===== src/rtl/aes_sched_pkg.sv =====
// Shared definitions for the AES round scheduler.
//   BLOCK_W       : block and round-key width (fixed at 128).
//   MAX_KEYS      : largest key schedule the key-slice helper can address.
//   sched_state_e : scheduler FSM encoding.
//   key_slice()   : returns 128-bit key idx from a zero-padded key vector.
package aes_sched_pkg;

  localparam int BLOCK_W  = 128;
  localparam int MAX_KEYS = 16;

  typedef enum logic [1:0] {
    S_IDLE  = 2'd0,
    S_ISSUE = 2'd1,
    S_DONE  = 2'd2
  } sched_state_e;

  // Out-of-range indices land in the zero padding and return all-zero keys.
  function automatic logic [BLOCK_W-1:0] key_slice(
    input logic [BLOCK_W*MAX_KEYS-1:0] keys,
    input int unsigned                 idx
  );
    return keys[idx*BLOCK_W +: BLOCK_W];
  endfunction

endpackage


===== src/rtl/aes_round_key_mux.sv =====
// Combinational round-key selector.
//   round_keys_i : packed key schedule, key i at bits [i*128 +: 128]
//   idx_i        : key index (round counter)
//   key_o        : selected 128-bit key
// NUM_ROUNDS+1 must not exceed MAX_KEYS from the package.
module aes_round_key_mux
  import aes_sched_pkg::*;
#(
  parameter  int NUM_ROUNDS = 4,
  localparam int CNT_W      = $clog2(NUM_ROUNDS + 1)
) (
  input  logic [BLOCK_W*(NUM_ROUNDS+1)-1:0] round_keys_i,
  input  logic [CNT_W-1:0]                  idx_i,
  output logic [BLOCK_W-1:0]                key_o
);

  logic [BLOCK_W*MAX_KEYS-1:0] padded_keys;

  always_comb begin
    padded_keys = '0;
    padded_keys[BLOCK_W*(NUM_ROUNDS+1)-1:0] = round_keys_i;
    key_o = key_slice(padded_keys, 32'(idx_i));
  end

endmodule


===== src/rtl/aes_round_scheduler.sv =====
// Sequences one block through an external AES round engine.
//   clk, rst          : clock, synchronous active-high reset
//   round_keys        : key schedule, key i at bits [i*128 +: 128]
//   keys_valid        : key schedule usable; loss during rounds aborts the block
//   in_valid/in_ready/in_data      : block input handshake
//   rnd_req/rnd_ack/rnd_state/rnd_key/rnd_last/rnd_result : round engine port
//   out_valid/out_ready/out_data   : result handshake
//   busy, round_idx, abort, dbg_state : status and debug
//
// Handshakes: a transfer happens on every rising edge where valid and
// ready/ack are both high; the initiator holds valid (or req) and its payload
// stable until that edge. rnd_ack is combinational in the engine, so a request
// accepted in a cycle returns rnd_result in that same cycle.
module aes_round_scheduler
  import aes_sched_pkg::*;
#(
  parameter  int NUM_ROUNDS = 4,
  localparam int CNT_W      = $clog2(NUM_ROUNDS + 1)
) (
  input  logic                              clk,
  input  logic                              rst,
  input  logic [BLOCK_W*(NUM_ROUNDS+1)-1:0] round_keys,
  input  logic                              keys_valid,
  input  logic                              in_valid,
  output logic                              in_ready,
  input  logic [BLOCK_W-1:0]                in_data,
  output logic                              rnd_req,
  input  logic                              rnd_ack,
  output logic [BLOCK_W-1:0]                rnd_state,
  output logic [BLOCK_W-1:0]                rnd_key,
  output logic                              rnd_last,
  input  logic [BLOCK_W-1:0]                rnd_result,
  output logic                              out_valid,
  input  logic                              out_ready,
  output logic [BLOCK_W-1:0]                out_data,
  output logic                              busy,
  output logic [CNT_W-1:0]                  round_idx,
  output logic                              abort,
  output logic [1:0]                        dbg_state
);

  localparam logic [CNT_W-1:0] LAST_IDX = CNT_W'(NUM_ROUNDS);

  sched_state_e       state_q, state_d;
  logic [CNT_W-1:0]   cnt_q, cnt_d;
  logic [BLOCK_W-1:0] blk_q, blk_d;
  logic               abort_q, abort_d;
  logic [BLOCK_W-1:0] cur_key;
  logic               is_last;
  logic               accept;

  aes_round_key_mux #(
    .NUM_ROUNDS(NUM_ROUNDS)
  ) u_key_mux (
    .round_keys_i(round_keys),
    .idx_i       (cnt_q),
    .key_o       (cur_key)
  );

  assign is_last = (cnt_q == LAST_IDX);
  // Reset also gates in_ready so nothing is accepted on a reset edge.
  assign accept  = (state_q == S_IDLE) && keys_valid && !rst && in_valid;

  always_ff @(posedge clk) begin
    if (rst) begin
      state_q <= S_IDLE;
      cnt_q   <= '0;
      blk_q   <= '0;
      abort_q <= 1'b0;
    end else begin
      state_q <= state_d;
      cnt_q   <= cnt_d;
      blk_q   <= blk_d;
      abort_q <= abort_d;
    end
  end

  always_comb begin
    state_d   = state_q;
    cnt_d     = cnt_q;
    blk_d     = blk_q;
    abort_d   = 1'b0;
    in_ready  = 1'b0;
    rnd_req   = 1'b0;
    rnd_state = '0;
    rnd_key   = '0;
    rnd_last  = 1'b0;
    out_valid = 1'b0;
    out_data  = '0;
    busy      = 1'b0;

    unique case (state_q)
      S_IDLE: begin
        in_ready = keys_valid && !rst;
        if (accept) begin
          // Initial AddRoundKey is done here; the engine only sees rounds 1..N.
          blk_d   = in_data ^ round_keys[BLOCK_W-1:0];
          cnt_d   = CNT_W'(1);
          state_d = S_ISSUE;
        end
      end
      S_ISSUE: begin
        busy      = 1'b1;
        rnd_req   = 1'b1;
        rnd_state = blk_q;
        rnd_key   = cur_key;
        rnd_last  = is_last;
        // Key loss takes priority over a same-cycle ack; that result is dropped.
        if (!keys_valid) begin
          state_d = S_IDLE;
          cnt_d   = '0;
          abort_d = 1'b1;
        end else if (rnd_ack) begin
          blk_d = rnd_result;
          if (is_last) begin
            state_d = S_DONE;
            cnt_d   = '0;
          end else begin
            cnt_d = cnt_q + CNT_W'(1);
          end
        end
      end
      S_DONE: begin
        busy      = 1'b1;
        out_valid = 1'b1;
        out_data  = blk_q;
        if (out_ready) begin
          state_d = S_IDLE;
        end
      end
      default: begin
        state_d = S_IDLE;
        cnt_d   = '0;
      end
    endcase
  end

  assign round_idx = cnt_q;
  assign abort     = abort_q;
  assign dbg_state = state_q;

endmodule


===== config.mk =====
export PLATFORM = sky130hd
export DESIGN_NAME = aes_round_scheduler
export DESIGN_NICKNAME = d
export VERILOG_FILES = /design/src/rtl/aes_sched_pkg.sv /design/src/rtl/aes_round_key_mux.sv /design/src/rtl/aes_round_scheduler.sv
export SDC_FILE = /design/constraint.sdc
export NUM_CORES = 1
export LEC_CHECK = 0
export CAP_MARGIN = 30
export CELL_PAD_IN_SITES_DETAIL_PLACEMENT = 1
export CELL_PAD_IN_SITES_GLOBAL_PLACEMENT = 1
export CORE_AREA = 2 2 507 509
export CTS_BUF_LIST = sky130_fd_sc_hd__clkbuf_4 sky130_fd_sc_hd__clkbuf_8 sky130_fd_sc_hd__clkbuf_16
export DETAILED_ROUTE_END_ITERATION = 16
export DIE_AREA = 0 0 509 511
export PLACE_DENSITY = 0.37
export SLEW_MARGIN = 15
export SYNTH_ARGS = -nofsm -noshare
export SYNTH_HDL_FRONTEND = slang
export SYNTH_HIERARCHICAL = 1
export SYNTH_SLANG_ARGS = --single-unit

===== constraint.sdc =====
create_clock -name clk -period 1.68 [get_ports clk]
set_input_delay 0.168 -clock clk [delete_from_list [all_inputs] [get_ports clk]]
set_output_delay 0.168 -clock clk [all_outputs]
set_load 0.01 [all_outputs]

; Word level (Yosys, flattened, before mapping)
; Cells that the tools add are included.
[word_totals]
reg_bits = 134
wordCells = 54
[op_classes]
addsub = 1
muxes = 24
n_eq_ne = 9
n_reduce_logical = 12
bitwise = 3
shifts = 1
[ops]
columns = op, n
row1 = $shiftx 2048x11->128, 1
row2 = $mux 128, 6
row3 = $pmux 128 s2, 1
row4 = $xor 128x128->128, 1
row5 = $mux 3, 4
row6 = $mux 2, 5
row7 = $pmux 3 s3, 1
row8 = $ne 2x2->1 const B, 4
row9 = $reduce_and 4->1, 2
row10 = $mux 1, 6
row11 = $ne 3x3->1 const B, 2
row12 = $pmux 2 s3, 1
row13 = $logic_and 1x1->1, 4
row14 = $reduce_or 2->1, 2
row15 = $add 3x1->3 const B, 1
row16 = $eq 3x3->1 const B, 1
row17 = $reduce_and 3->1, 1
row18 = $eq 2x1->1 const B, 1
row19 = $eq 2x2->1 const B, 1
row20 = $logic_not 2->1, 1
row21 = $not 1->1, 2
row22 = $reduce_bool 2->1, 1
row23 = $logic_not 1->1, 1

; Logic depth before layout (Yosys ltp)
; Gate-level depths: netlist (run 1).
[depth]
word_depth = 6
mapped_depth = 9
ltp_nobuf = 6

; Modules after synthesis
; The synthesis (run 1) kept the hierarchy.
[modules_own_cells]
columns = mod, area_per_inst_um2, n_inst, cells_each
row1 = aes_round_scheduler, 10555.1, 1, 1442
row2 = aes_round_key_mux, 4993.5, 1, 587

; Worst setup path after synthesis (run 1)
; No wires, ideal clock.
[synth_timing]
path_type = register to register
startpoint = register state_q[1] (netlist: dbg_state[1])
endpoint = register cnt_q[2] (netlist: round_idx[2])
t_required_ns = 1.564
slack_ns = -0.289
stages_incl_launch_ff = 7
arrival_time_ns = 1.852
path_cell_list = dfxtp_1 inv_1 ha_1 and2b_1 a221oi_1 o21ai_1 a31o_2
[synth_via]
elab_chain_len = 6
elab_cells_between_ends = 11
[synth_rtl]
columns = element, line_no
row1 = start: declaration, aes_round_scheduler.sv:44  ; sched_state_e state_q, state_d;
row2 = start signal: assignment, aes_round_scheduler.sv:71  ; state_q <= state_d;
row3 = $logic_not 2->1, "aes_round_scheduler.sv:62, aes_round_scheduler.sv:92"
row4 = $logic_and 1x1->1 (3 in series), aes_round_scheduler.sv:62  ; assign accept = (state_q == S_IDLE) && keys_valid && !rst && in_valid;
row5 = $ne 2x2->1 (no line), n/a
row6 = $reduce_and 3->1 (no line), n/a
row7 = end signal: assignment, aes_round_scheduler.sv:72  ; cnt_q <= cnt_d;
row8 = end: declaration, aes_round_scheduler.sv:45  ; logic [CNT_W-1:0] cnt_q, cnt_d;
; Parallel ways exist; a longest one is shown, timed or not.
; A chain may end at the register's enable or synchronous reset.

; Worst setup path in the final report (run 1)
[layout_timing]
startpoint = register cnt_q[2] (netlist: round_idx[2])
endpoint = output rnd_key[23]
[layout_via]
elab_chain_len = 2
[layout_rtl]
columns = element, line_no
row1 = $shiftx 2048x11->128, aes_sched_pkg.sv:22  ; return keys[idx*BLOCK_W +: BLOCK_W];
row2 = named net cur_key[23], aes_round_scheduler.sv:48  ; logic [BLOCK_W-1:0] cur_key;
row3 = $mux 128, aes_round_scheduler.sv:92  ; unique case (state_q)
row4 = end: declaration, aes_round_scheduler.sv:30  ; output logic [BLOCK_W-1:0] rnd_key,
; The timed path passes the listed nets, and every way through them passes these cells.

==> impl_metrics.toml, run 1 <==
[setup_path]
end_kind = "primary output"
cp_num_buf_inv = 6
crit_family = "buffers and inverters"
critical_path.slowest_cell = "dfxtp_4"
worst_path_most_repeated_cell = "buf_12"
path_cells = "buf_12 -> buf_16 -> buf_12 -> buf_8 -> buf_12 -> mux2i_4 -> o22ai_4 -> a21o_4 -> and2_4 -> buf_6"
cp.required_ns = 1.51
start_kind = "flop"
critPathMaxFanout = 6
crit_type = "reg2out"
arrival_ns = 2.58
slowest_delay_ns = 0.43

[sta]
fin_crit_ns = 2.74
finalHoldViolCount = 0
min_period_over_period_pct = 163
setup_viol = 525
clock.fmax_mhz = 364
grt_setup_unrepaired = "true"
worstMarginPinSlew_ns = 0.813
setup_ws_ns = -1.06
fin_worst_skew_ns = 0.0186
slew-limit-headroom_pct = 45.4
slew_viol_final = 0

[run_status]
status = "finished, violations left"
violations = "negative setup slack"

[synth]
synthSimpleGateAreaFrac_pct = 27.2
synth_warnings = 6
post-synth-top-count-cell = "and2_1"
synth_top_area_share_pct = 17.3
synth-edff-count = 0
synthAdderAreaFrac_pct = 0.483
yosys_most_used_dff = "dfxtp_1"
synth-xor-area-share_pct = 7.21
synth-seq-area-share_pct = 17.3
synth_compound_area_share_pct = 22.8
synth_fp_nets = 2937
async_flop_share_pct = 0
yosys-top-cells-count = "and2_1, nand2_1, mux2i_1"
syn_inst = 2029
avgSynthCellArea_um2 = 7.66
synth_top_family_by_area = "simple AND/OR/NAND/NOR gates"
yosysTopAreaCell = "dfxtp_1"
netlist_area_um2 = 15500
synth_mux_area_share_pct = 16.5
synth_cell_types = 40
synth-seq-cells = 134
synthTopCellsByArea = "dfxtp_1, mux2i_1, and2_1, xnor2_1, nand2_1"

[clocking]
clk_pin_slew_ns = 0.08
clock_sinks = 134
clk_latency_ns = 0.53
cts_max_level = 4
clockBufferDepth = 2
cts_tree = "done"
numCtsBuffers = 17
root_buffer = "clkbuf_16"
cts_hold_buf = 0

[place]
hpwlAfterDp_mm = 179
place_congestion = 0.892
placed_area_um2 = 35300
portBuffers = 1296

[global_routing]
antenna_found_initial = 132
grt_pass1_wl_mm = 272
grt_max_degree = 79
grt-ovfl-total = 0
grt.total_usage_pct = 16.2
grt_pass1_vias = 24800

[power_and_ir_drop]
ir_drop_v = 0.000889
p_switching_uw = 17500
seqPwrFrac_pct = 10.9
sw_frac_of_total_pct = 43.7
clkPwrFrac_pct = 10.5
totalPowerFinal_uw = 40100
comb_power_share_pct = 78.7
p_leak_uw = 0.0176
internal-power_uw = 22500
p_per_area_nw_per_um2 = 890

[routing]
drc_errors = 0
drtIter0Drc = 1080
wl_per_cell_um = 30.9
via_count = 23800
dr.pass1.iters = 5
avgViaCountPerCell = 3.23
ant_nets = 0
wirelength_mm = 228

[cells_and_area]
nets = 4858
post-route-cell-area_um2 = 45000
drive_above_1_share_pct = 49.3
fin_util_pct = 17.6
nFillCells = 29500
multi_input_area_um2 = 14800
seqCellArea_um2 = 2700
areaGrowthSynthToFinish_pct = 190

[die]
io_pins = 1297
fp.dieArea_um2 = 260000
initial_utilization_pct = 6.09
rows = 186
coreArea_um2 = 255000
die_w_um = 509
die_y_um = 511

[flow_run]
cap_viol_max_count = 0

[worst_hold_path]
min_path_type = "in2reg"
[metrics by stage]
stage          instances  TNS, ns  hold slack, ns  setup WS, ns
3_3_place_gp        6953  -205.83           0.449         -1.41
4_1_cts             7187  -430.62        0.000935         -1.32
6_report            7363  -331.79          0.0917         -1.06
3_5_place_dp        6953  -203.79           0.458         -1.07
2_1_floorplan       2029    -2.52           0.429       -0.0211
5_1_grt             7350  -383.56          0.0557         -1.18
[area by class of cell]
cell class	instances	area share, %
Multi-Input combinational cell	1701	32.8
Antenna cell	17	0.0945
Timing Repair Buffer	2089	50.4
Sequential cell	134	5.99
Tap cell	3384	9.40
Clock buffer	18	0.961
Clock inverter	13	0.278
Inverter	7	0.0750
[sequential cells by signal, summed over array words and instances, names as in the netlist]
| name | count |
|---|---|
| blk_q | 128 |
| round_idx | 3 |
| dbg_state | 2 |
| abort | 1 |
[cell families after synthesis]
family,after synthesis
AND/OR/NAND/NOR,786
AO/OA/AOI/OAI,525
multiplexers,256
buffers and inverters,194
flip-flops,134
XOR/XNOR,128
adder cells (fa/ha/maj),6
[repair_timing]
item                        CTS  global route
resized for setup          1214          1218
setup endpoints to repair   526           526
cloned                       38            30
pin swaps                    73           154
setup buffers               184           199
[final timing paths]
check                                          startpoint                        end  slack (ns)  cells after the start
worst max register to register  dbg_state[1]$_SDFFE_PP0P_     blk_q[22]$_SDFFE_PP0P_       -0.66                     14
worst max-delay path            round_idx[2]$_SDFFE_PP0P_                rnd_key[23]       -1.06                     10
worst min-delay path                                  rst  round_idx[1]$_SDFFE_PP0P_        0.09                      4
worst min register to register     blk_q[75]$_SDFFE_PP0P_     blk_q[75]$_SDFFE_PP0P_        0.47                      2
[cell usage in the layout, fill, tap and decap left out, types with 75 or more instances in the layout]
cell type and count:
buf_12 138, nand2_2 98, and2_4 240, mux2i_1 112, and2_1 144, nand2_1 270, xnor2_1 128, buf_6 373
mux2i_4 103, o21ai_0 125, a21o_1 112, o22ai_2 75, buf_4 400, dfxtp_1 129, clkdlybuf4s50_1 902, a21oi_2 111
[power groups by stage]
stage	Sequential, uW	Clock, uW	Combinational [uW]
after global placement	4390	0	19900
after detailed placement	4410	0	19900
after floorplan	3980	0	8110
after global routing	4420	4580	33200
final	4350	4200	31500
after CTS	4340	4560	27700
[tightest hold or removal path, delay by kind of cell]
kind | cells | cell delay, ns
buf+inv | 3 | 0.37
compound gates | 1 | 0.04
[metal layers]
| metal | up-vias | track usage (%) | wire, um |
|---|---|---|---|
| met5 | - | 0 | 340 |
| met4 | 50 | 2.31 | 4140 |
| met3 | 240 | 4.60 | 16900 |
| met2 | 1154 | 28.5 | 110000 |
| met1 | 11600 | 19.8 | 96300 |
| li1 | 10800 | - | - |
Note: power is estimated with default switching activity, not from simulation.
==> run 2: changes to the inputs <==
--- a/config.mk
+++ b/config.mk
@@ -11,3 +11,3 @@
 export CORE_AREA = 2 2 507 509
-export CTS_BUF_LIST = sky130_fd_sc_hd__clkbuf_4 sky130_fd_sc_hd__clkbuf_8 sky130_fd_sc_hd__clkbuf_16
+export CTS_BUF_LIST = sky130_fd_sc_hd__clkbuf_2
 export DETAILED_ROUTE_END_ITERATION = 16
==> constraint.sdc (replaced) <==
create_clock -name clk -period 1.68 [get_ports clk]
set_input_delay 0.252 -clock clk [delete_from_list [all_inputs] [get_ports clk]]
set_output_delay 0.252 -clock clk [all_outputs]
set_load 0.01 [all_outputs]
==> impl_metrics.toml, run 2 (synthesized netlist as in run 1, its figures left out) <==
[run_status]
status = "finished, violations left"
violations = "negative setup slack"

[die]
io_pins = 1297
die_y_um = 511
die_w_um = 509
rows = 186
initial_utilization_pct = 6.09
fp.dieArea_um2 = 260000
coreArea_um2 = 255000

[routing]
drtIter0Drc = 948
drc_errors = 0
wirelength_mm = 223
wl_per_cell_um = 28.2
dr.pass1.iters = 5
via_count = 25900
ant_nets = 0
avgViaCountPerCell = 3.28

[sta]
setup_ws_ns = -1.88
worstMarginPinSlew_ns = 1.07
slew-limit-headroom_pct = 28.8
min_period_over_period_pct = 212
slew_viol_final = 0
fin_crit_ns = 3.56
finalHoldViolCount = 0
fin_worst_skew_ns = 0.117
clock.fmax_mhz = 281
grt_setup_unrepaired = "true"
setup_viol = 528

[cells_and_area]
final_common_cell = "clkdlybuf4s50_1"
final_cell_mix = "clkdlybuf4s50_1, dlygate4sd3_1, buf_4, buf_6, and2_4"
largest_register_ffs = 128
top_register = "blk_q"
areaGrowthSynthToFinish_pct = 229
seqCellArea_um2 = 2700
nFillCells = 29500
nets = 5385
multi_input_area_um2 = 14900
post-route-cell-area_um2 = 51200
stdcell_count = 7899
drive_above_1_share_pct = 45.5
fin_util_pct = 20.1

[flow_run]
cap_viol_max_count = 0

[clocking]
clockBufferDepth = 2
cts_max_level = 4
root_buffer = "clkbuf_2"
cts_tree = "done"
numCtsBuffers = 17
clk_pin_slew_ns = 0.28
clock_sinks = 134
clk_latency_ns = 1.34

[global_routing]
antenna_found_initial = 92
grt_pass1_vias = 27400
grt-ovfl-total = 0
grt_pass1_wl_mm = 270
grt_max_degree = 58
grt.total_usage_pct = 15.7

[setup_path]
crit_type = "reg2out"
cp.required_ns = 1.43
critPathMaxFanout = 5
end_kind = "primary output"
arrival_ns = 3.31
start_kind = "flop"

[place]
portBuffers = 1296
hpwlAfterDp_mm = 175
placed_area_um2 = 36300
place_congestion = 0.868
placed_cells = 6952

[worst_hold_path]
min_path_type = "in2reg"

[power_and_ir_drop]
totalPowerFinal_uw = 40500
p_leak_uw = 0.0199
p_per_area_nw_per_um2 = 790
ir_drop_v = 0.000569
[run 2: path summary, 6_finish.rpt]
check,startpoint,endpoint,slack (ns),depth (start not counted)
worst min register to register,blk_q[79]$_SDFFE_PP0P_,blk_q[79]$_SDFFE_PP0P_,0.49,2
worst max-delay path,round_idx[0]$_SDFFE_PP0P_,rnd_key[49],-1.88,10
worst min-delay path,round_keys[51],blk_q[51]$_SDFFE_PP0P_,0.26,6
worst max register to register,dbg_state[1]$_SDFFE_PP0P_,blk_q[70]$_SDFFE_PP0P_,-0.94,13
[run 2: repair_timing]
action | CTS | global route
resized for setup | 1221 | 1213
endpoints found under the setup margin | 528 | 528
hold buffers | 509 | 0
pin swaps | 81 | 179
gates cloned | 34 | 41
setup buffers | 184 | 208
hold endpoints to repair | 134 | 0
[run 2: final cells by class]
type,instances,share of cell area [%]
flip-flops and latches,134,5.28
clock inverters,14,0.281
diodes,26,0.127
clock buffers,17,0.166
well taps,3384,8.27
multi-input cells,1701,29.1
repair buffers,2616,56.7
inverters,7,0.0611
[run 2: critical path, cell delays in order, from the launching register on]
cell     delay, ns
dfxtp_4       0.45
buf_12        0.15
buf_16        0.16
buf_12        0.13
buf_12        0.12
buf_6         0.10
mux2i_4       0.27
o22ai_2       0.13
a21o_4        0.23
and2_4        0.17
buf_12        0.12
[run 2: power breakdown]
| part | internal, uW | total, uW | switching (uW) |
|---|---|---|---|
| Combinational | 18500 | 33400 | 14900 |
| Sequential | 3700 | 4420 | 715 |
| Clock | 591 | 2690 | 2100 |
[run 2: metal layers]
layer	wire length (um)	track usage, %	part of all wire (%)	vias up
met4	4940	2.92	2.2	32
met2	107000	27.0	48	1167
met5	241	0	0.11	-
li1	-	-	-	11900
met3	16000	4.60	7.2	217
met1	94400	19.3	42	12600
[run 2: stage by stage]
stage	setup TNS, ns	hold WS (ns)	setup WS, ns
after floorplan	-4.08	0.436	-0.0412
after global placement	-213.23	0.458	-1.01
after detailed placement	-216.77	0.462	-0.988
after CTS	-852.77	0.00149	-2.32
after global routing	-815.92	0.0568	-2.24
final	-678.92	0.264	-1.88
